[config.mk]
export PLATFORM = sky130hd
export DESIGN_NAME = zle_b_ctl_flat
export DESIGN_NICKNAME = d
export VERILOG_FILES = /design/src/rtl/zle_b_ctl_if.sv /design/src/rtl/zle_b_ctl.sv /design/src/flat_wrapper.sv
export SDC_FILE = /design/constraint.sdc
export NUM_CORES = 1
export LEC_CHECK = 0
export CORE_MARGIN = 2
export CORE_UTILIZATION = 26
export CTS_CLUSTER_DIAMETER = 60
export CTS_CLUSTER_SIZE = 12
export DETAILED_ROUTE_END_ITERATION = 12
export MAX_ROUTING_LAYER = met4
export PLACE_DENSITY_LB_ADDON = 0.12
export SLEW_MARGIN = 20
export SYNTH_ARGS = -nofsm -noshare
export SYNTH_HDL_FRONTEND = slang
export SYNTH_SLANG_ARGS = --single-unit
[constraint.sdc]
create_clock -name clock -period 3.2 [get_ports clock]
set_input_delay 0.64 -clock clock [delete_from_list [all_inputs] [get_ports clock]]
set_output_delay 0.64 -clock clock [all_outputs]
set_load 0.005 [all_outputs]
[src/rtl/zle_b_ctl_if.sv]
// Stream handshake bundle for the zero run-length encoder controller.
// The master side is the environment (upstream source plus downstream sink);
// the slave side is the controller itself.
interface zle_b_ctl_if;
    logic       i_valid;
    logic       i_ready;
    logic       o_valid;
    logic       o_ready;
    logic [7:0] o_data;

    modport master (
        output i_valid,
        output o_ready,
        input  i_ready,
        input  o_valid,
        input  o_data
    );

    modport slave (
        input  i_valid,
        input  o_ready,
        output i_ready,
        output o_valid,
        output o_data
    );
endinterface

[src/rtl/zle_b_ctl.sv]
// Controller for the 7->8 bit zero run-length encoder datapath: sequences the
// START/ZEROS/PENDING states, generates the datapath fire strobe from the
// stream handshakes, buffers one output token and keeps debug token counters.
module zle_b_ctl #(
    parameter int unsigned CNT_W = 16
) (
    input  logic             clock,
    input  logic             reset,
    input  logic             en,
    zle_b_ctl_if.slave       bus,
    input  logic [7:0]       dp_o_d,
    input  logic             f_start_i_eq_0,
    input  logic             f_zeros_i_eq_0,
    input  logic             f_zeros_cnt_eq_127,
    output logic [1:0]       state,
    output logic             fire,
    output logic [CNT_W-1:0] tok_in_cnt,
    output logic [CNT_W-1:0] tok_out_cnt
);

    localparam logic [1:0] ST_START   = 2'd0;
    localparam logic [1:0] ST_ZEROS   = 2'd1;
    localparam logic [1:0] ST_PENDING = 2'd2;

    logic [1:0]       state_q, state_d, nxt_state;
    logic             need_in, emit, legal, space, in_acc, out_acc, i_ready;
    logic             o_valid_q, o_valid_d;
    logic [7:0]       o_data_q, o_data_d;
    logic [CNT_W-1:0] tok_in_q, tok_in_d, tok_out_q, tok_out_d;

    // Per-state requirements: whether an input is consumed, whether a token
    // is emitted, and where the state goes if the datapath fires.
    always_comb begin
        need_in   = 1'b0;
        emit      = 1'b0;
        legal     = 1'b1;
        nxt_state = ST_START;
        case (state_q)
            ST_START: begin
                need_in   = 1'b1;
                emit      = !f_start_i_eq_0;
                nxt_state = f_start_i_eq_0 ? ST_ZEROS : ST_START;
            end
            ST_ZEROS: begin
                need_in = 1'b1;
                emit    = !f_zeros_i_eq_0 || f_zeros_cnt_eq_127;
                if (!f_zeros_i_eq_0) begin
                    nxt_state = ST_PENDING;
                end else if (f_zeros_cnt_eq_127) begin
                    nxt_state = ST_START;
                end else begin
                    nxt_state = ST_ZEROS;
                end
            end
            ST_PENDING: begin
                emit      = 1'b1;
                nxt_state = ST_START;
            end
            default: legal = 1'b0;
        endcase
    end

    // Fire when enabled, the input is there if needed, and the buffer has
    // room if we emit; reset is folded in so fire/i_ready stay low during it.
    always_comb begin
        space   = !o_valid_q || bus.o_ready;
        fire    = !reset && en && legal && (!need_in || bus.i_valid) && (!emit || space);
        i_ready = fire && need_in;
        in_acc  = bus.i_valid && i_ready;
        out_acc = o_valid_q && bus.o_ready;
    end

    // Next state, output buffer and counter updates.
    always_comb begin
        if (!legal) begin
            state_d = ST_START;
        end else if (fire) begin
            state_d = nxt_state;
        end else begin
            state_d = state_q;
        end

        o_valid_d = o_valid_q;
        o_data_d  = o_data_q;
        // Refill wins over drain so a simultaneous drain and reload leaves no bubble.
        if (fire && emit) begin
            o_data_d  = dp_o_d;
            o_valid_d = 1'b1;
        end else if (bus.o_ready) begin
            o_valid_d = 1'b0;
        end

        tok_in_d  = in_acc  ? tok_in_q + CNT_W'(1)  : tok_in_q;
        tok_out_d = out_acc ? tok_out_q + CNT_W'(1) : tok_out_q;
    end

    // State registers with asynchronous reset.
    always_ff @(posedge clock or posedge reset) begin
        if (reset) begin
            state_q   <= ST_START;
            o_valid_q <= 1'b0;
            o_data_q  <= 8'd0;
            tok_in_q  <= '0;
            tok_out_q <= '0;
        end else begin
            state_q   <= state_d;
            o_valid_q <= o_valid_d;
            o_data_q  <= o_data_d;
            tok_in_q  <= tok_in_d;
            tok_out_q <= tok_out_d;
        end
    end

    assign state       = state_q;
    assign bus.i_ready = i_ready;
    assign bus.o_valid = o_valid_q;
    assign bus.o_data  = o_data_q;
    assign tok_in_cnt  = tok_in_q;
    assign tok_out_cnt = tok_out_q;

endmodule

[src/flat_wrapper.sv]
// flat-port wrapper written by rule: the top's interface ports become plain ports
module zle_b_ctl_flat 
#(
    parameter int unsigned CNT_W = 16
)
  (clock, reset, en, dp_o_d, f_start_i_eq_0, f_zeros_i_eq_0, f_zeros_cnt_eq_127, state, fire, tok_in_cnt, tok_out_cnt, bus_i_valid, bus_o_ready, bus_i_ready, bus_o_valid, bus_o_data);
  zle_b_ctl_if bus_i ();
  input  logic clock;
  input  logic reset;
  input  logic en;
  input  logic [7:0] dp_o_d;
  input  logic f_start_i_eq_0;
  input  logic f_zeros_i_eq_0;
  input  logic f_zeros_cnt_eq_127;
  output logic [1:0] state;
  output logic fire;
  output logic [CNT_W-1:0] tok_in_cnt;
  output logic [CNT_W-1:0] tok_out_cnt;
  input wire logic [$bits(bus_i.i_valid)-1:0] bus_i_valid;
  input wire logic [$bits(bus_i.o_ready)-1:0] bus_o_ready;
  output wire logic [$bits(bus_i.i_ready)-1:0] bus_i_ready;
  output wire logic [$bits(bus_i.o_valid)-1:0] bus_o_valid;
  output wire logic [$bits(bus_i.o_data)-1:0] bus_o_data;
  assign bus_i.i_valid = bus_i_valid;
  assign bus_i.o_ready = bus_o_ready;
  assign bus_i_ready = bus_i.i_ready;
  assign bus_o_valid = bus_i.o_valid;
  assign bus_o_data = bus_i.o_data;
  zle_b_ctl #(.CNT_W(CNT_W)) u_core (.clock(clock), .reset(reset), .en(en), .bus(bus_i), .dp_o_d(dp_o_d), .f_start_i_eq_0(f_start_i_eq_0), .f_zeros_i_eq_0(f_zeros_i_eq_0), .f_zeros_cnt_eq_127(f_zeros_cnt_eq_127), .state(state), .fire(fire), .tok_in_cnt(tok_in_cnt), .tok_out_cnt(tok_out_cnt));
endmodule
==> results of run 1 <==
==> cell families (layout without fill, tap and decap cells) <==
logic type               count (synthesis)  in the layout
multiplexers                            10             10
AND/OR/NAND/NOR                         61             61
buffers and inverters                   14             82
AO/OA/AOI/OAI                            8              8
adder cells (fa/ha/maj)                  2              2
XOR/XNOR                                30             30
flip-flops                              43             43
==> state kept, by name, summed over array words and instances, names as in the netlist <==
| name | cells |
|---|---|
| u_core.bus.o_data | 8 |
| u_core.bus.o_valid | 1 |
| u_core.state | 2 |
| u_core.tok_in_cnt | 16 |
| u_core.tok_out_cnt | 16 |
==> placed cells by master, fill, tap and decap left out, types with 2 or more instances in the layout <==
master,count
buf_4,3
clkbuf_8,7
clkdlybuf4s50_1,60
dfrtp_1,43
ha_1,2
inv_1,10
mux2_2,9
nand2_1,11
nand2b_1,2
nand3_1,12
nand4_1,3
nor2_1,12
nor2b_1,2
nor3_1,5
o22ai_1,2
or3_1,3
xnor2_1,18
xor2_1,12
==> cell type report <==
type	instances	area, sq um	area share [%]
flip-flops and latches	43	1080	38.4
clock buffers	8	100	3.57
multi-input cells	111	837	29.9
repair buffers	63	623	22.2
well taps	99	124	4.42
inverters	11	41.3	1.47
==> cells in the mapped netlist (all sizes together) <==
master   number  area share, %
buf           3            1.4
and4          1           0.44
nor2         12            2.3
mux2         10            5.9
ha            2            1.3
nand2        11            2.1
o21ai         1           0.44
dfrtp        43             54
or3           3           0.95
o2111ai       1           0.76
nand2b        3            1.1
nor3          7            2.6
nor4          1            1.1
nor3b         1           0.38
o211a         2            1.4
nand4         3           0.95
and2b         1           0.38
or3b          1           0.44
xnor2        18            8.0
o22a          1           0.44
o22ai         2           0.63
inv          11            2.1
xor2         12            5.3
nor2b         3            1.3
or2           1           0.32
nand3        13            3.5
o31ai         1           0.38
==> report_power, final <==
part | internal (uW) | total, uW | switching (uW)
clock | 197 | 385 | 188
combinational | 342 | 520 | 177
sequential | 661 | 779 | 119
==> worst max path at each step <==
stage / startpoint / to / slack [ns] / depth (start not counted)
final: f_start_i_eq_0 / bus_i_ready / 0.25 / 5
after global routing: f_start_i_eq_0 / bus_i_ready / 0.14 / 5
after CTS: f_start_i_eq_0 / bus_i_ready / 0.23 / 5
after detailed placement: f_start_i_eq_0 / bus_i_ready / 0.23 / 5
after global placement: f_start_i_eq_0 / bus_i_ready / 0.27 / 5
after floorplan: reset / fire / 0.38 / 5
==> metrics by stage <==
stage / power [uW] / utilization [%] / instance area, sq um
5_1_grt: 1790 / 38.2 / 2800
3_5_place_dp: 1320 / 36.8 / 2700
3_3_place_gp: 1320 / 36.8 / 2700
6_report: 1680 / 38.2 / 2800
4_1_cts: 1720 / 38.2 / 2800
2_1_floorplan: 996 / - / 1980
==> worst register-to-register path, cell delays in order, from the launching register on <==
cell,delay (ns)
dfrtp_1,0.61
nor2b_4,0.24
o211a_4,0.21
o21ai_2,0.08
buf_4,0.18
or3b_1,0.39
xnor2_1,0.13
==> metal layers <==
layer | GRT usage [%] | vias up
met5 | - | -
met4 | 4.17 | 0
met3 | 2.66 | 5
met2 | 17.8 | 32
met1 | 14.7 | 693
li1 | - | 697
==> metrics.md, run 1 <==
| Metric | Value |
|---|---|
| GRT Resource Usage Total | `11.5%` |
| Synth Area in XOR/XNOR | `13.3%` |
| HPWL Detailed | `3250 microns` |
| Avg WL per Cell | `13.2 microns` |
| I/O pin cnt | `61` |
| DR WL met2 | `2180 microns` |
| CP Data Required Time | `2.56 ns` |
| Tcrit/Tclk final | `92.3%` |
| Startpoint types | `input pin` |
| Die H | `91.3 microns` |
| M1 WL | `2030 microns` |
| Synthesis-stage register bit count | `43` |
| Worst hold slack | `0.473 ns` |
| Rows | `31` |
| Area grow syn2layout | `41.4%` |
| Crit-path max cell delay | `0.54 ns` |
| Post-synthesis mux area share | `5.87%` |
| Crit path time final | `2.95 ns` |
| Hold Crit Class | `reg -> reg` |
| Dpl ws | `0.233 ns` |
| Gate Count Post-Synth | `168` |
| RSZ-0062 raised after global routing | `no` |
| Flop2flop setup slack | `1.24 ns` |
| CTS Hold Bufs | `0` |
| First-pass GRT wire length | `7250 microns` |
| Post-route ant nets | `0` |
| Final setup viols | `0` |
| Syn_nets | `186` |
| Syn avg cell area | `11.8 sq um` |
| Top Family by Delay on Critical Path | `buffers and inverters` |
| Largest net degree at the start of global routing | `44` |
| Arrival @ worst endpoint | `2.31 ns` |
| Outcome | `finished, final reports clean` |
| Fmax | `0.339 GHz` |
| Hold path cells | `1` |
| DIE WIDTH | `91.3 microns` |
| Post-synthesis adder-cell area fraction | `1.26%` |
| Routed WL | `4420 microns` |
| Yosys warnings | `0` |
| Iter 0 DRT Violations | `52` |
| CTS tree | `yes` |
| Max Slew Vio Count | `0` |
| Die area | `8340 sq um` |
| Routability Congestion | `0.754` |
| Number of H-tree levels | `2` |
| Slowest-stage cell, CP | `clkdlybuf4s50_1` |
| GR Overflow Total | `0` |
| PD cells | `601 nW/um^2` |
| Fillers | `739` |
| Skew-Pair Late Insertion Delay | `0.29 ns` |
| Max Clock Skew | `0.00805 ns` |
| Core ar. | `7330 sq um` |
| Initial antenna violation count | `0` |
| Vias | `1427` |
| CP endpoint kind | `output port` |
| Highest metal layer with signal wires | `met4` |
| N_diodes | `0` |
| Peak supply drop | `0.000242 V` |
| TNS Setup | `0 ns` |
| Cells after DPL | `327` |
| Mapped cell area | `1980 sq um` |
| Max-Cap Viols | `0` |
| Met3 wire len | `162 microns` |
| Net count, final | `253` |
| CTS Root Cell | `clkbuf_8` |
| Min-Delay Startpoint | `u_core.tok_in_cnt[15]` |
| Clock sink count | `43` |
| R2R cell count | `6` |
| Final Non-Filler Cells | `335` |
| Share of layout cells above drive strength 1 | `13.1%` |
| Synth cell types | `35` |
| Crit-path cells | `clkdlybuf4s50_1 -> nor2b_1 -> o22a_1 -> o211a_1 -> clkdlybuf4s50_1` |
| Via-to-Cell Ratio | `4.26` |
| Drt pass-1 iters | `6` |
| DR DRC count | `0` |
| Fin. Hold Viols | `0` |
| Slew HR | `63.0%` |
| Seq/Total Area, Yosys | `54.3%` |
| Cts repair resizes | `0` |
| Simple-gate share of the synthesized area | `17.8%` |
| Pleak | `0.00119 uW` |
| Critical path class | `in -> out` |
| Reg2reg end | `u_core.tok_in_cnt[14]` |
| Largest family of logic cells by synthesized area | `simple AND/OR/NAND/NOR gates` |
| CTS Buffer Depth | `2` |
| Critical R2R Launch | `u_core.state[1]` |
| Most frequent CP cell | `clkdlybuf4s50_1` |
| CTS buffer count | `5` |
| Clock transition at path regs | `0.08 ns` |
| Hold worst-path end | `u_core.tok_in_cnt[15]` |
| Vias in the first global route | `1418` |
| Buffers on Ports | `60` |
| Crit Path Max Fanout | `5` |
| CP bufs+invs | `2` |
| Final worst slack | `0.246 ns` |
| Initial Utilization | `27.0%` |
| Synth Area in Compound Gates | `4.04%` |
| Total setup buffers inserted after CTS | `0` |
| Worst slew pin tran | `0.555 ns` |
No activity file was read; power rests on OpenSTA's default activity.
==> inputs of run 2 (changes only) <==
--- a/config.mk
+++ b/config.mk
@@ -6,12 +6,13 @@
 export NUM_CORES = 1
 export LEC_CHECK = 0
 export CORE_MARGIN = 2
-export CORE_UTILIZATION = 26
+export CORE_UTILIZATION = 46
 export CTS_CLUSTER_DIAMETER = 60
 export CTS_CLUSTER_SIZE = 12
 export DETAILED_ROUTE_END_ITERATION = 12
 export MAX_ROUTING_LAYER = met4
 export PLACE_DENSITY_LB_ADDON = 0.12
+export RECOVER_POWER = 100
 export SLEW_MARGIN = 20
 export SYNTH_ARGS = -nofsm -noshare
 export SYNTH_HDL_FRONTEND = slang
==> metrics.md, run 2 (same netlist as run 1, synthesis figures left out) <==
| Metric | Value |
|---|---|
| Crit Path Max Fanout | `5` |
| PD cells | `594 nW/um^2` |
| Vias | `1433` |
| Clock sink count | `43` |
| Hold path cells | `1` |
| DR DRC count | `0` |
| CTS Hold Bufs | `0` |
| Avg WL per Cell | `14.1 microns` |
| Fin. Hold Viols | `0` |
| RSZ-0062 raised after global routing | `no` |
| Arrival @ worst endpoint | `2.32 ns` |
| Die H | `69.6 microns` |
| Top Family by Delay on Critical Path | `buffers and inverters` |
| Commonest cells after routing, fill and taps aside | `dlygate4sd3_1, dfrtp_1, xnor2_1` |
| Iter 0 DRT Violations | `54` |
| Pleak | `0.00126 uW` |
| Skew-Pair Late Insertion Delay | `0.29 ns` |
| Max-Cap Viols | `0` |
| N_diodes | `0` |
| Flop2flop setup slack | `1.18 ns` |
| Critical R2R Launch | `u_core.state[1]` |
| Routability Congestion | `0.830` |
| CP bufs+invs | `2` |
| Hold worst-path end | `u_core.tok_out_cnt[15]` |
| Final worst slack | `0.237 ns` |
| Slowest-stage cell, CP | `dlygate4sd3_1` |
| Max Clock Skew | `0.00864 ns` |
| Initial antenna violation count | `0` |
| Rows | `23` |
| Min-Delay Startpoint | `u_core.tok_out_cnt[15]` |
| Routed WL | `4040 microns` |
| I/O pin cnt | `61` |
| Buffers on Ports | `60` |
| Via-to-Cell Ratio | `5.01` |
| CP Data Required Time | `2.56 ns` |
| TNS Setup | `0 ns` |
| Largest net degree at the start of global routing | `44` |
| GR Overflow Total | `0` |
| Initial Utilization | `48.5%` |
| Core ar. | `4090 sq um` |
| Final setup viols | `0` |
| Number of H-tree levels | `2` |
| Startpoint types | `input pin` |
| Area grow syn2layout | `35.4%` |
| Crit path time final | `2.96 ns` |
| Vias in the first global route | `1478` |
| Die area | `4850 sq um` |
| DIE WIDTH | `69.6 microns` |
| Crit-path cells | `dlygate4sd3_1 -> nor2b_1 -> o22a_1 -> o211a_1 -> clkdlybuf4s50_1` |
| Reg2reg end | `u_core.tok_in_cnt[10]` |
| Slew HR | `30.6%` |
| CTS tree | `yes` |
| CTS Buffer Depth | `2` |
| Critical path class | `in -> out` |
| Crit-path max cell delay | `0.55 ns` |
| Cts repair resizes | `0` |
| Worst hold slack | `0.467 ns` |
| Net count, final | `253` |
| Post-route ant nets | `0` |
| Fmax | `0.337 GHz` |
| First-pass GRT wire length | `7240 microns` |
| CTS Root Cell | `clkbuf_8` |
| Dpl ws | `0.250 ns` |
| CP endpoint kind | `output port` |
| Leading cell type in the layout, fill and taps excluded | `dlygate4sd3_1` |
| Peak supply drop | `0.000325 V` |
| Max Slew Vio Count | `0` |
| Outcome | `finished, final reports clean` |
| HPWL Detailed | `3060 microns` |
| GRT Resource Usage Total | `19.4%` |
| CTS buffer count | `5` |
| Drt pass-1 iters | `4` |
| Total setup buffers inserted after CTS | `0` |
| Share of layout cells above drive strength 1 | `9.32%` |
| Tcrit/Tclk final | `92.6%` |
| Clock transition at path regs | `0.08 ns` |
| R2R cell count | `6` |
| Worst slew pin tran | `1.04 ns` |
| Hold Crit Class | `reg -> reg` |
run 2: final cells by class:
type | instances | area (sq um)
clock buffer | 8 | 100
fill | 317 | 1400
inverter | 11 | 41.3
multi-input combinational | 111 | 787
sequential | 43 | 1080
tap | 50 | 62.6
timing repair buffer | 63 | 617
run 2: power by group:
group          leakage, uW  total, uW  internal [uW]  switching [uW]
logic             0.000662        454            288             165
clock network    0.0000515        370            197             173
registers         0.000551        770            661             109
total              0.00126       1590           1150             447
run 2: per-stage QoR:
step	power, uW	area (sq um)	util (%)	cells
5_1_grt	1710	2680	65.7	286
4_1_cts	1690	2740	67.1	286
3_5_place_dp	1310	2640	64.6	278
3_3_place_gp	1290	2640	64.6	278
6_report	1590	2680	65.7	286
2_1_floorplan	996	1980	-	168
run 2: layer usage:
metal | wire [microns] | vias to the layer above | GRT usage (%)
met5 | 0 | - | -
met4 | 29 | 0 | 5.77
met3 | 196 | 4 | 5.81
met2 | 1930 | 39 | 30.0
met1 | 1880 | 691 | 24.9
li1 | - | 699 | -
run 2: worst register-to-register path, stage by stage, from the launching register on:
cell and delay, ns:
dfrtp_1 0.49, nand2b_2 0.26, o22a_1 0.20, o21ai_0 0.22
clkbuf_1 0.42, nor3_1 0.14, xor2_1 0.17
run 2: how the worst max path moves through the flow:
stage                               from          end  slack [ns]  depth (start not counted)
after global routing      f_start_i_eq_0  bus_i_ready        0.15                          5
after detailed placement  f_start_i_eq_0  bus_i_ready        0.25                          5
after floorplan                    reset         fire        0.38                          5
final                     f_start_i_eq_0  bus_i_ready        0.24                          5
after global placement    f_start_i_eq_0  bus_i_ready        0.27                          5
after CTS                 f_start_i_eq_0  bus_i_ready        0.23                          5
==> inputs of run 3 (changes only) <==
--- a/config.mk
+++ b/config.mk
@@ -6,7 +6,7 @@
 export NUM_CORES = 1
 export LEC_CHECK = 0
 export CORE_MARGIN = 2
-export CORE_UTILIZATION = 46
+export CORE_UTILIZATION = 45
 export CTS_CLUSTER_DIAMETER = 60
 export CTS_CLUSTER_SIZE = 12
 export DETAILED_ROUTE_END_ITERATION = 12
==> constraint.sdc (replaced) <==
create_clock -name clock -period 3.2 [get_ports clock]
set_input_delay 0.64 -clock clock [delete_from_list [all_inputs] [get_ports clock]]
set_output_delay 0.64 -clock clock [all_outputs]
set_load 0.05 [all_outputs]
==> metrics.md, run 3 (same netlist as run 1, synthesis figures left out) <==
| Metric | Value |
|---|---|
| Share of layout cells above drive strength 1 | `10.2%` |
| Max-Cap Viols | `0` |
| Leading cell type in the layout, fill and taps excluded | `dlygate4sd3_1` |
| Crit path launch | `f_zeros_cnt_eq_127` |
| Buffers on Ports | `60` |
| CP endpoint kind | `output port` |
| GR met3 Demand/Resource | `5.34%` |
| Clock sink count | `43` |
| Min-Delay Startpoint | `u_core.tok_in_cnt[15]` |
| Die H | `70.4 microns` |
| Peak supply drop | `0.000724 V` |
| Pleak | `0.00125 uW` |
| Routability Congestion | `0.701` |
| Rows | `24` |
| HPWL Detailed | `2920 microns` |
| Initial Utilization | `46.2%` |
| GR Overflow Total | `0` |
| Layout Utilization | `61.9%` |
| Setup crit end | `fire` |
| Crit path time final | `2.78 ns` |
| I/O pin cnt | `61` |
| Final setup viols | `0` |
| CTS tree | `yes` |
| Met1 Resource Use GR | `22.5%` |
| CTS buffer count | `5` |
| Drt pass-1 iters | `4` |
| Initial antenna violation count | `0` |
| R2R cell count | `6` |
| Fin. Hold Viols | `0` |
| Final Non-Filler Cells | `287` |
| Fillers | `363` |
| Outcome | `finished, final reports clean` |
| Startpoint types | `input pin` |
| CP Data Required Time | `2.56 ns` |
| DR DRC count | `0` |
| Post-route ant nets | `0` |
| CP bufs+invs | `3` |
| CTS Root Cell | `clkbuf_8` |
| Cts repair resizes | `0` |
| Slew HR | `31.2%` |
| Net count, final | `252` |
| Arrival @ worst endpoint | `2.14 ns` |
| Fmax | `0.359 GHz` |
| Area grow syn2layout | `34.2%` |
| RSZ-0062 raised after global routing | `no` |
| Worst slew pin tran | `1.03 ns` |
| Vias | `1455` |
| Crit Path Max Fanout | `3` |
| Core ar. | `4290 sq um` |
| DIE WIDTH | `70.4 microns` |
| DP Area | `2630 sq um` |
| Flop2flop setup slack | `1.14 ns` |
| Vias in the first global route | `1465` |
| CTS Buffer Depth | `2` |
| Iter 0 DRT Violations | `51` |
| Routed WL | `3970 microns` |
| Cells after DPL | `279` |
| Critical R2R Launch | `u_core.state[1]` |
| Number of H-tree levels | `2` |
| Skew-Pair Late Insertion Delay | `0.30 ns` |
| Grt peak-use layer | `met2` |
| Via-to-Cell Ratio | `5.07` |
| Clock transition at path regs | `0.08 ns` |
| N_diodes | `0` |
| PD cells | `750 nW/um^2` |
| Total stage count of the critical path | `6` |
| Crit-path max cell delay | `0.52 ns` |
| Die area | `4950 sq um` |
| Avg WL per Cell | `13.8 microns` |
| Top Family by Delay on Critical Path | `buffers and inverters` |
| Crit-path cells | `dlygate4sd3_1 -> and2b_1 -> o22a_1 -> o21ai_0 -> inv_1 -> clkbuf_2` |
| Reg2reg end | `u_core.tok_in_cnt[6]` |
| CTS Hold Bufs | `0` |
| TNS Setup | `0 ns` |
| First-pass GRT wire length | `6830 microns` |
| Max Slew Vio Count | `0` |
| Critical path class | `in -> out` |
| Total setup buffers inserted after CTS | `0` |
| Hold Crit Class | `reg -> reg` |
| Max Clock Skew | `0.00451 ns` |
| Largest net degree at the start of global routing | `44` |
| Tcrit/Tclk final | `87.0%` |
| Final Cell Area | `2660 sq um` |
| GRT Resource Usage Total | `18.1%` |
| Commonest cells after routing, fill and taps aside | `dlygate4sd3_1, dfrtp_1, xnor2_1` |
| GR Util met2 | `28.1%` |
| Slowest-stage cell, CP | `dlygate4sd3_1` |
run 3: cell types whose count changed in the layout (fill, tap and decap cells not counted), sizes merged:
cell           delta
clkinvlp          +2
inv               -1
clkinv            +2
clkdlybuf4s50     -2
clkbuf            -2
run 3: cell type report:
cell class | instances | area, sq um | area share (%)
clock inverter | 3 | 20.0 | 0.753
tap | 52 | 65.1 | 2.45
inverter | 11 | 41.3 | 1.55
timing repair buffer | 62 | 602 | 22.6
multi-input combinational | 111 | 787 | 29.6
clock buffer | 5 | 68.8 | 2.59
sequential | 43 | 1080 | 40.5
run 3: worst min-delay path by stage:
stage,to,cells after the start
finish,u_core.tok_in_cnt[15],1
floorplan,u_core.state[1],1
global placement,u_core.tok_in_cnt[15],1
CTS,u_core.tok_in_cnt[15],1
global route,u_core.tok_in_cnt[15],1
detailed placement,u_core.tok_in_cnt[15],1
run 3: where the power goes:
group | switching, uW | internal (uW) | total (uW)
clock | 195 | 152 | 347
combinational | 588 | 288 | 876
sequential | 112 | 661 | 773
run 3: per-stage QoR:
stage / power [uW] / hold WS, ns / setup slack [ns]
finish: 2000 / 0.462 / 0.415
CTS: 2090 / 0.472 / 0.511
detailed placement: 1730 / 0.456 / 0.515
floorplan: 1410 / 0.737 / 0.126
global placement: 1710 / 0.455 / 0.536
global route: 2100 / 0.494 / 0.313
run 3: routing by layer:
metal / wire, microns / up-vias
met5: 0 / -
met4: 60 / 0
met3: 243 / 7
met2: 1930 / 47
met1: 1740 / 708
li1: - / 693
run 3: worst reg2reg max path: stages (launching register included):
cell and delay (ns):
dfrtp_1 0.50, nand2b_2 0.26, o22a_1 0.20, o21ai_0 0.24, clkbuf_1 0.43, nor4_1 0.13, xor2_1 0.17
